File: config.mk
export PLATFORM = sky130hd
export DESIGN_NAME = jpeg_ac_rle_encoder
export DESIGN_NICKNAME = d
export VERILOG_FILES = /design/src/rtl/jpeg_ac_rle_encoder.sv
export SDC_FILE = /design/constraint.sdc
export NUM_CORES = 1
export LEC_CHECK = 0
export ABC_AREA = 1
export ABC_CLOCK_PERIOD_IN_PS = 7800
export CORE_MARGIN = 4
export CORE_UTILIZATION = 30
export DETAILED_ROUTE_END_ITERATION = 10
export PLACE_DENSITY = 0.52
export REMOVE_ABC_BUFFERS = 1
export SETUP_SLACK_MARGIN = 0.3
export SLEW_MARGIN = 20
export SYNTH_ARGS = -nofsm -noshare
export SYNTH_HDL_FRONTEND = slang
export SYNTH_SLANG_ARGS = --single-unit
File: constraint.sdc
create_clock -name clk -period 7.8 [get_ports clk]
set_input_delay 1.56 -clock clk [delete_from_list [all_inputs] [get_ports clk]]
set_output_delay 1.56 -clock clk [all_outputs]
set_load 0.02 [all_outputs]
File: src/rtl/jpeg_ac_rle_encoder.sv
// ---------------------------------------------------------------------------
// jpeg_ac_rle_encoder
//
// Zero-run-length and magnitude-category encoder for one 8x8 block of
// quantized coefficients. The 64 coefficients arrive in zigzag order. The
// encoder emits one token for the DC term, one for each nonzero AC term, one
// for each ZRL (run of sixteen zeros) and one EOB when the block ends in zeros.
//
// Handshake (both sides): a word moves on a cycle where valid && ready.
// The producer holds its word stable until it moves. out_* is a register that
// keeps its value while out_valid && !out_ready. in_ready does not depend on
// in_valid.
//
// Optional feature, macro JPEG_RLE_DC_DIFF_EN:
//   defined   - the DC token codes coef - pred, and pred then takes the new
//               DC. rst or blk_restart clears pred.
//   undefined - the DC token codes the raw coefficient. blk_restart is ignored.
//
// Ports:
//   clk, rst      rising-edge clock, synchronous active-high reset
//   in_valid      coefficient valid
//   in_ready      encoder accepts a coefficient this cycle
//   in_coef       signed quantized coefficient (DW bits)
//   blk_restart   clears the DC predictor (feature builds only)
//   out_valid     token valid
//   out_ready     downstream accepts the token
//   out_run       zero run in front of the value (15 for ZRL, 0 for EOB/DC)
//   out_size      magnitude category 0..DW (0 for ZRL/EOB)
//   out_amp       amplitude bits, LSB-aligned; upper bits are zero
//   out_dc        token is the DC term
//   out_last      final token of the block
//   dbg_state     current FSM state (0 ACCEPT, 1 ZRL, 2 VAL)
// ---------------------------------------------------------------------------
module jpeg_ac_rle_encoder #(
    parameter int DW = 12,
    parameter int RW = 4
) (
    input  logic                 clk,
    input  logic                 rst,
    input  logic                 in_valid,
    output logic                 in_ready,
    input  logic signed [DW-1:0] in_coef,
    input  logic                 blk_restart,
    output logic                 out_valid,
    input  logic                 out_ready,
    output logic [RW-1:0]        out_run,
    output logic [3:0]           out_size,
    output logic [DW:0]          out_amp,
    output logic                 out_dc,
    output logic                 out_last,
    output logic [1:0]           dbg_state
);

    typedef enum logic [1:0] {
        ST_ACCEPT = 2'd0,
        ST_ZRL    = 2'd1,
        ST_VAL    = 2'd2
    } state_t;

    state_t state_q, state_d;

    logic [5:0]           idx_q;
    logic [5:0]           zero_run_q;
    logic [1:0]           zrl_cnt_q;     // ZRLs left, counting the one in the output register
    logic signed [DW:0]   pend_val_q;    // value held back behind its ZRLs
    logic [RW-1:0]        pend_run_q;
    logic                 pend_last_q;

    logic                 out_free;
    logic                 accept;
    logic signed [DW-1:0] coef_sat;
    logic                 coef_zero;
    logic signed [DW:0]   ac_val;
    logic signed [DW:0]   dc_val;

    // Token to load into the output register this cycle
    logic                 tok_load;
    logic [RW-1:0]        tok_run;
    logic signed [DW:0]   tok_val;
    logic                 tok_is_value;
    logic                 tok_dc;
    logic                 tok_last;
    logic [3:0]           tok_size;
    logic [DW:0]          tok_amp;
    logic                 long_run;

    // Number of significant bits in |v|; 0 when v is zero.
    function automatic logic [3:0] cat_of(input logic signed [DW:0] v);
        logic [DW:0] mag;
        logic [3:0]  c;
        mag = v[DW] ? $unsigned(-v) : $unsigned(v);
        c   = 4'd0;
        for (int i = 0; i <= DW; i++) begin
            if (mag[i]) c = 4'(i + 1);
        end
        return c;
    endfunction

    // A negative value is coded as (v - 1) cut down to sz bits, which is the
    // one's complement of |v|.
    function automatic logic [DW:0] amp_of(input logic signed [DW:0] v,
                                           input logic [3:0]         sz);
        logic [DW:0] mask;
        logic [DW:0] raw;
        mask = ((DW+1)'(1) << sz) - (DW+1)'(1);
        raw  = v[DW] ? $unsigned(v - (DW+1)'(1)) : $unsigned(v);
        return raw & mask;
    endfunction

    // The most negative code has no positive twin, so it is pulled in by one.
    assign coef_sat  = (in_coef == {1'b1, {(DW-1){1'b0}}})
                     ? {1'b1, {(DW-2){1'b0}}, 1'b1} : in_coef;
    assign coef_zero = (coef_sat == '0);
    assign ac_val    = {coef_sat[DW-1], coef_sat};

`ifdef JPEG_RLE_DC_DIFF_EN
    logic signed [DW-1:0] pred_q;
    logic signed [DW-1:0] pred_eff;

    // A restart on the same cycle as the DC clears the predictor before the
    // difference is formed.
    assign pred_eff = blk_restart ? '0 : pred_q;
    assign dc_val   = ac_val - {pred_eff[DW-1], pred_eff};

    always_ff @(posedge clk) begin
        if (rst) begin
            pred_q <= '0;
        end else if (accept && (idx_q == 6'd0)) begin
            pred_q <= coef_sat;
        end else if (blk_restart) begin
            pred_q <= '0;
        end
    end
`else
    logic unused_blk_restart;

    assign unused_blk_restart = blk_restart;
    assign dc_val             = ac_val;
`endif

    assign out_free  = !out_valid || out_ready;
    assign in_ready  = !rst && (state_q == ST_ACCEPT) && out_free;
    assign accept    = in_valid && in_ready;
    assign dbg_state = state_q;

    // Next state and the token to load
    always_comb begin
        state_d      = state_q;
        tok_load     = 1'b0;
        tok_run      = '0;
        tok_val      = '0;
        tok_is_value = 1'b0;
        tok_dc       = 1'b0;
        tok_last     = 1'b0;
        long_run     = 1'b0;
        unique case (state_q)
            ST_ACCEPT: begin
                if (accept) begin
                    if (idx_q == 6'd0) begin
                        tok_load     = 1'b1;
                        tok_val      = dc_val;
                        tok_is_value = 1'b1;
                        tok_dc       = 1'b1;
                    end else if (coef_zero) begin
                        // A trailing run is never coded; the block ends in an EOB.
                        if (idx_q == 6'd63) begin
                            tok_load = 1'b1;
                            tok_last = 1'b1;
                        end
                    end else if (zero_run_q >= 6'd16) begin
                        // Send the first ZRL now and hold the value back.
                        long_run = 1'b1;
                        tok_load = 1'b1;
                        tok_run  = '1;
                        state_d  = ST_ZRL;
                    end else begin
                        tok_load     = 1'b1;
                        tok_run      = zero_run_q[RW-1:0];
                        tok_val      = ac_val;
                        tok_is_value = 1'b1;
                        tok_last     = (idx_q == 6'd63);
                    end
                end
            end
            ST_ZRL: begin
                // A ZRL always sits in the output register here, so out_ready
                // means it moves this cycle.
                if (out_ready) begin
                    if (zrl_cnt_q > 2'd1) begin
                        tok_load = 1'b1;
                        tok_run  = '1;
                    end else begin
                        state_d = ST_VAL;
                    end
                end
            end
            ST_VAL: begin
                if (out_free) begin
                    tok_load     = 1'b1;
                    tok_run      = pend_run_q;
                    tok_val      = pend_val_q;
                    tok_is_value = 1'b1;
                    tok_last     = pend_last_q;
                    state_d      = ST_ACCEPT;
                end
            end
            default: state_d = ST_ACCEPT;
        endcase
    end

    assign tok_size = tok_is_value ? cat_of(tok_val) : 4'd0;
    assign tok_amp  = tok_is_value ? amp_of(tok_val, tok_size) : '0;

    always_ff @(posedge clk) begin
        if (rst) begin
            state_q <= ST_ACCEPT;
        end else begin
            state_q <= state_d;
        end
    end

    // Block position, zero run and the value held back behind its ZRLs
    always_ff @(posedge clk) begin
        if (rst) begin
            idx_q       <= '0;
            zero_run_q  <= '0;
            zrl_cnt_q   <= '0;
            pend_val_q  <= '0;
            pend_run_q  <= '0;
            pend_last_q <= 1'b0;
        end else begin
            if (accept) begin
                idx_q <= idx_q + 6'd1;
                if ((idx_q == 6'd0) || (idx_q == 6'd63) || !coef_zero) begin
                    zero_run_q <= '0;
                end else begin
                    zero_run_q <= zero_run_q + 6'd1;
                end
                if (long_run) begin
                    zrl_cnt_q   <= zero_run_q[5:4];
                    pend_val_q  <= ac_val;
                    pend_run_q  <= zero_run_q[RW-1:0];
                    pend_last_q <= (idx_q == 6'd63);
                end
            end
            if ((state_q == ST_ZRL) && out_ready && (zrl_cnt_q > 2'd1)) begin
                zrl_cnt_q <= zrl_cnt_q - 2'd1;
            end
        end
    end

    // Output register
    always_ff @(posedge clk) begin
        if (rst) begin
            out_valid <= 1'b0;
            out_run   <= '0;
            out_size  <= '0;
            out_amp   <= '0;
            out_dc    <= 1'b0;
            out_last  <= 1'b0;
        end else if (tok_load) begin
            out_valid <= 1'b1;
            out_run   <= tok_run;
            out_size  <= tok_size;
            out_amp   <= tok_amp;
            out_dc    <= tok_dc;
            out_last  <= tok_last;
        end else if (out_ready) begin
            out_valid <= 1'b0;
        end
    end

endmodule

==> run metrics <==
Starting DRT DRC Count 163; Avg WL per Cell 13.2 um; clk_skew 9.63 ps; first-pass GRT wire length 16900 um; worst r2r path cells 31; pin count of the biggest net entering global routing 29; Hold Crit Class flop to flop; Clock H-tree levels 3; vias in the first global route 3572; commonest non-fill, non-tap cell in the layout nand2_1; count of cell types in the netlist 38; CP max stage delay 450 ps; crit path kind primary input to flop; initial antenna violation count 0; worst setup path endpoint out_amp[8]; Crit. Startpoint rst; most frequent cells in the layout nand2_1 (137), inv_1 (71), nor2_1 (63), dfxtp_1 (57), a21oi_1 (47); Setup crit start kind primary input; mux share of post-synthesis cell area 0%; Via density 4.78; Max FO, Critical Path 28; Setup-failing EPs final 0; Worst-Skew Late Latency 330 ps; antenna cells 0; max-cap violation count 0; nets@finish 625; Reg2Reg Setup Slack 3870 ps; Vias 3597; fmax 189 MHz; Site Rows 40; post-route minimum period 5280 ps; Worst R2R Start idx_q[0]; R2R Path End out_amp[8]; number of I/O port buffers 42; CP Capture Type flop; largest family of logic cells by synthesized area simple AND/OR/NAND/NOR gates; drt total wl 9930 um; CP most frequent cell nand2_1; DP Wirelength 7370 um; status completed; worst rel slew slack 53.4%; Least-Margin Pin Slew 699 ps; final global-route overflow total 0; Worst path slowest cell clkdlybuf4s50_1; gpl congestion 0.839; die width 119 um; CTS Buf Count 9; core box area 12000 um2; Yosys Warn Count 0; post-CTS sizing 0; maximum vdd drop 0.126 mV; RSZ-0062 raised after global routing false; PD cells 206 nW/um2; Worst-path clk slew 50 ps; Cell Area, Synth 3660 um2; TritonCTS Sinks 57; Slew Limit Fails 0; Post-CTS Hold Buffers 0; Post-Syn Instances 564; Die Height 119 um; Adder-Cell Fraction of Synth Area 2.05%; Synth Area in Compound Gates 15.6%; Starting Density 30.6%; final worst path period share 67.7%; Clock Path Buffers 2; setup TNS 0 ps; Root Buffer Master clkbuf_16; antenna viol nets, final 0; layout cell share with drive strength beyond 1 11.2%; Layout area overhead 22.6%; postcts setup bufs 0; Worst Path Required 8050 ps; DRC 0; Leak Pwr 0.00192 uW; num ports 44; drt first pass iters 4; area fraction in and, or, nand and nor cells after synthesis 38.4%; post-synthesis xor/xnor area fraction 1.67%; Total Routing Usage GR 14.7%; CTS tree built; final hold viol count 0; syn_area_per_cell 6.50 um2; hold slack 449 ps; total die area 14000 um2; #FFs+latches synth 57; register area share after synthesis 31.1%; worst path arrival time 5540 ps
==> worst min-delay path by stage <==
stage | start | end | slack [ps] | depth (start not counted)
floorplan | pend_run_q[1] | pend_run_q[1] | 430 | 2
global placement | out_amp[11] | out_amp[11] | 430 | 2
detailed placement | out_amp[11] | out_amp[11] | 440 | 2
CTS | out_amp[11] | out_amp[11] | 450 | 2
global route | out_amp[10] | out_amp[10] | 480 | 2
finish | out_amp[11] | out_amp[11] | 450 | 2
==> metal layers <==
layer	up-vias	routed length, um	track usage (%)
li1	1899	-	-
met1	1619	4540	17.1
met2	61	4910	26.5
met3	18	274	3.30
met4	0	199	4.71
met5	-	0	0
==> Yosys cell counts, drive strengths merged <==
cell / count / area [um2]
nand2: 151 / 607
inv: 78 / 293
nor2: 78 / 380
dfxtp: 57 / 1140
a21oi: 49 / 268
nand3: 38 / 233
o21ai: 32 / 160
nand4: 18 / 125
clkbuf: 11 / 41.3
buf: 9 / 67.6
nor3: 8 / 51.3
xor2: 7 / 61.3
ha: 6 / 75.1
a21boi: 5 / 37.5
a2111oi: 2 / 17.5
a211oi: 2 / 15.0
a31oi: 2 / 12.5
nor4: 2 / 12.5
o21bai: 2 / 15.0
o221ai: 2 / 17.5
a32oi: 1 / 8.76
clkinv: 1 / 3.75
o21a: 1 / 7.51
o22ai: 1 / 6.26
o31ai: 1 / 7.51
==> critical path, delay by kind of cell <==
kind,cells,cell delay [ps]
AOI/OAI and AO/OA,3,470
and+or+nand+nor,19,1610
adders and majority gates,2,410
buffers and inverters,9,1450
==> where the power goes <==
group          switching (uW)  internal (uW)  leakage [uW]
Clock                     142            253      0.000144
Combinational             140           79.3       0.00132
Sequential               5.96            304      0.000463
Total                     287            637       0.00192
==> area by class of cell <==
class | instances | area (um2)
Fill cell | 1295 | 7470
Timing Repair Buffer | 47 | 458
Multi-Input combinational cell | 408 | 2120
Clock buffer | 10 | 239
Tap cell | 147 | 184
Sequential cell | 57 | 1140
Clock inverter | 5 | 56.3
Inverter | 79 | 297
==> cell families after synthesis <==
group                    after synthesis
adder cells (fa/ha/maj)                6
AND/OR/NAND/NOR                      295
buffers and inverters                 99
flip-flops                            57
XOR/XNOR                               7
AO/OA/AOI/OAI                        100
==> flip-flops by register name (all words and copies together) (netlist names) <==
register and count:
zero_run_q 6, out_amp 13, idx_q 6, dbg_state 2, pend_run_q 4, pend_last_q 1
out_last 1, out_valid 1, out_size 4, out_dc 1, zrl_cnt_q 2, pend_val_q 12
out_run 4
==> metrics by stage <==
step	util (%)	total power, uW	std cells	setup WS (ps)	cell area, um2
global route	37.6	978	753	1920	4490
finish	37.6	924	753	2520	4490
floorplan	-	465	544	3160	3560
detailed placement	35.1	536	738	2150	4200
global placement	35.1	534	738	2220	4200
CTS	37.6	935	753	2480	4490
(Power assumes the default switching activity.)
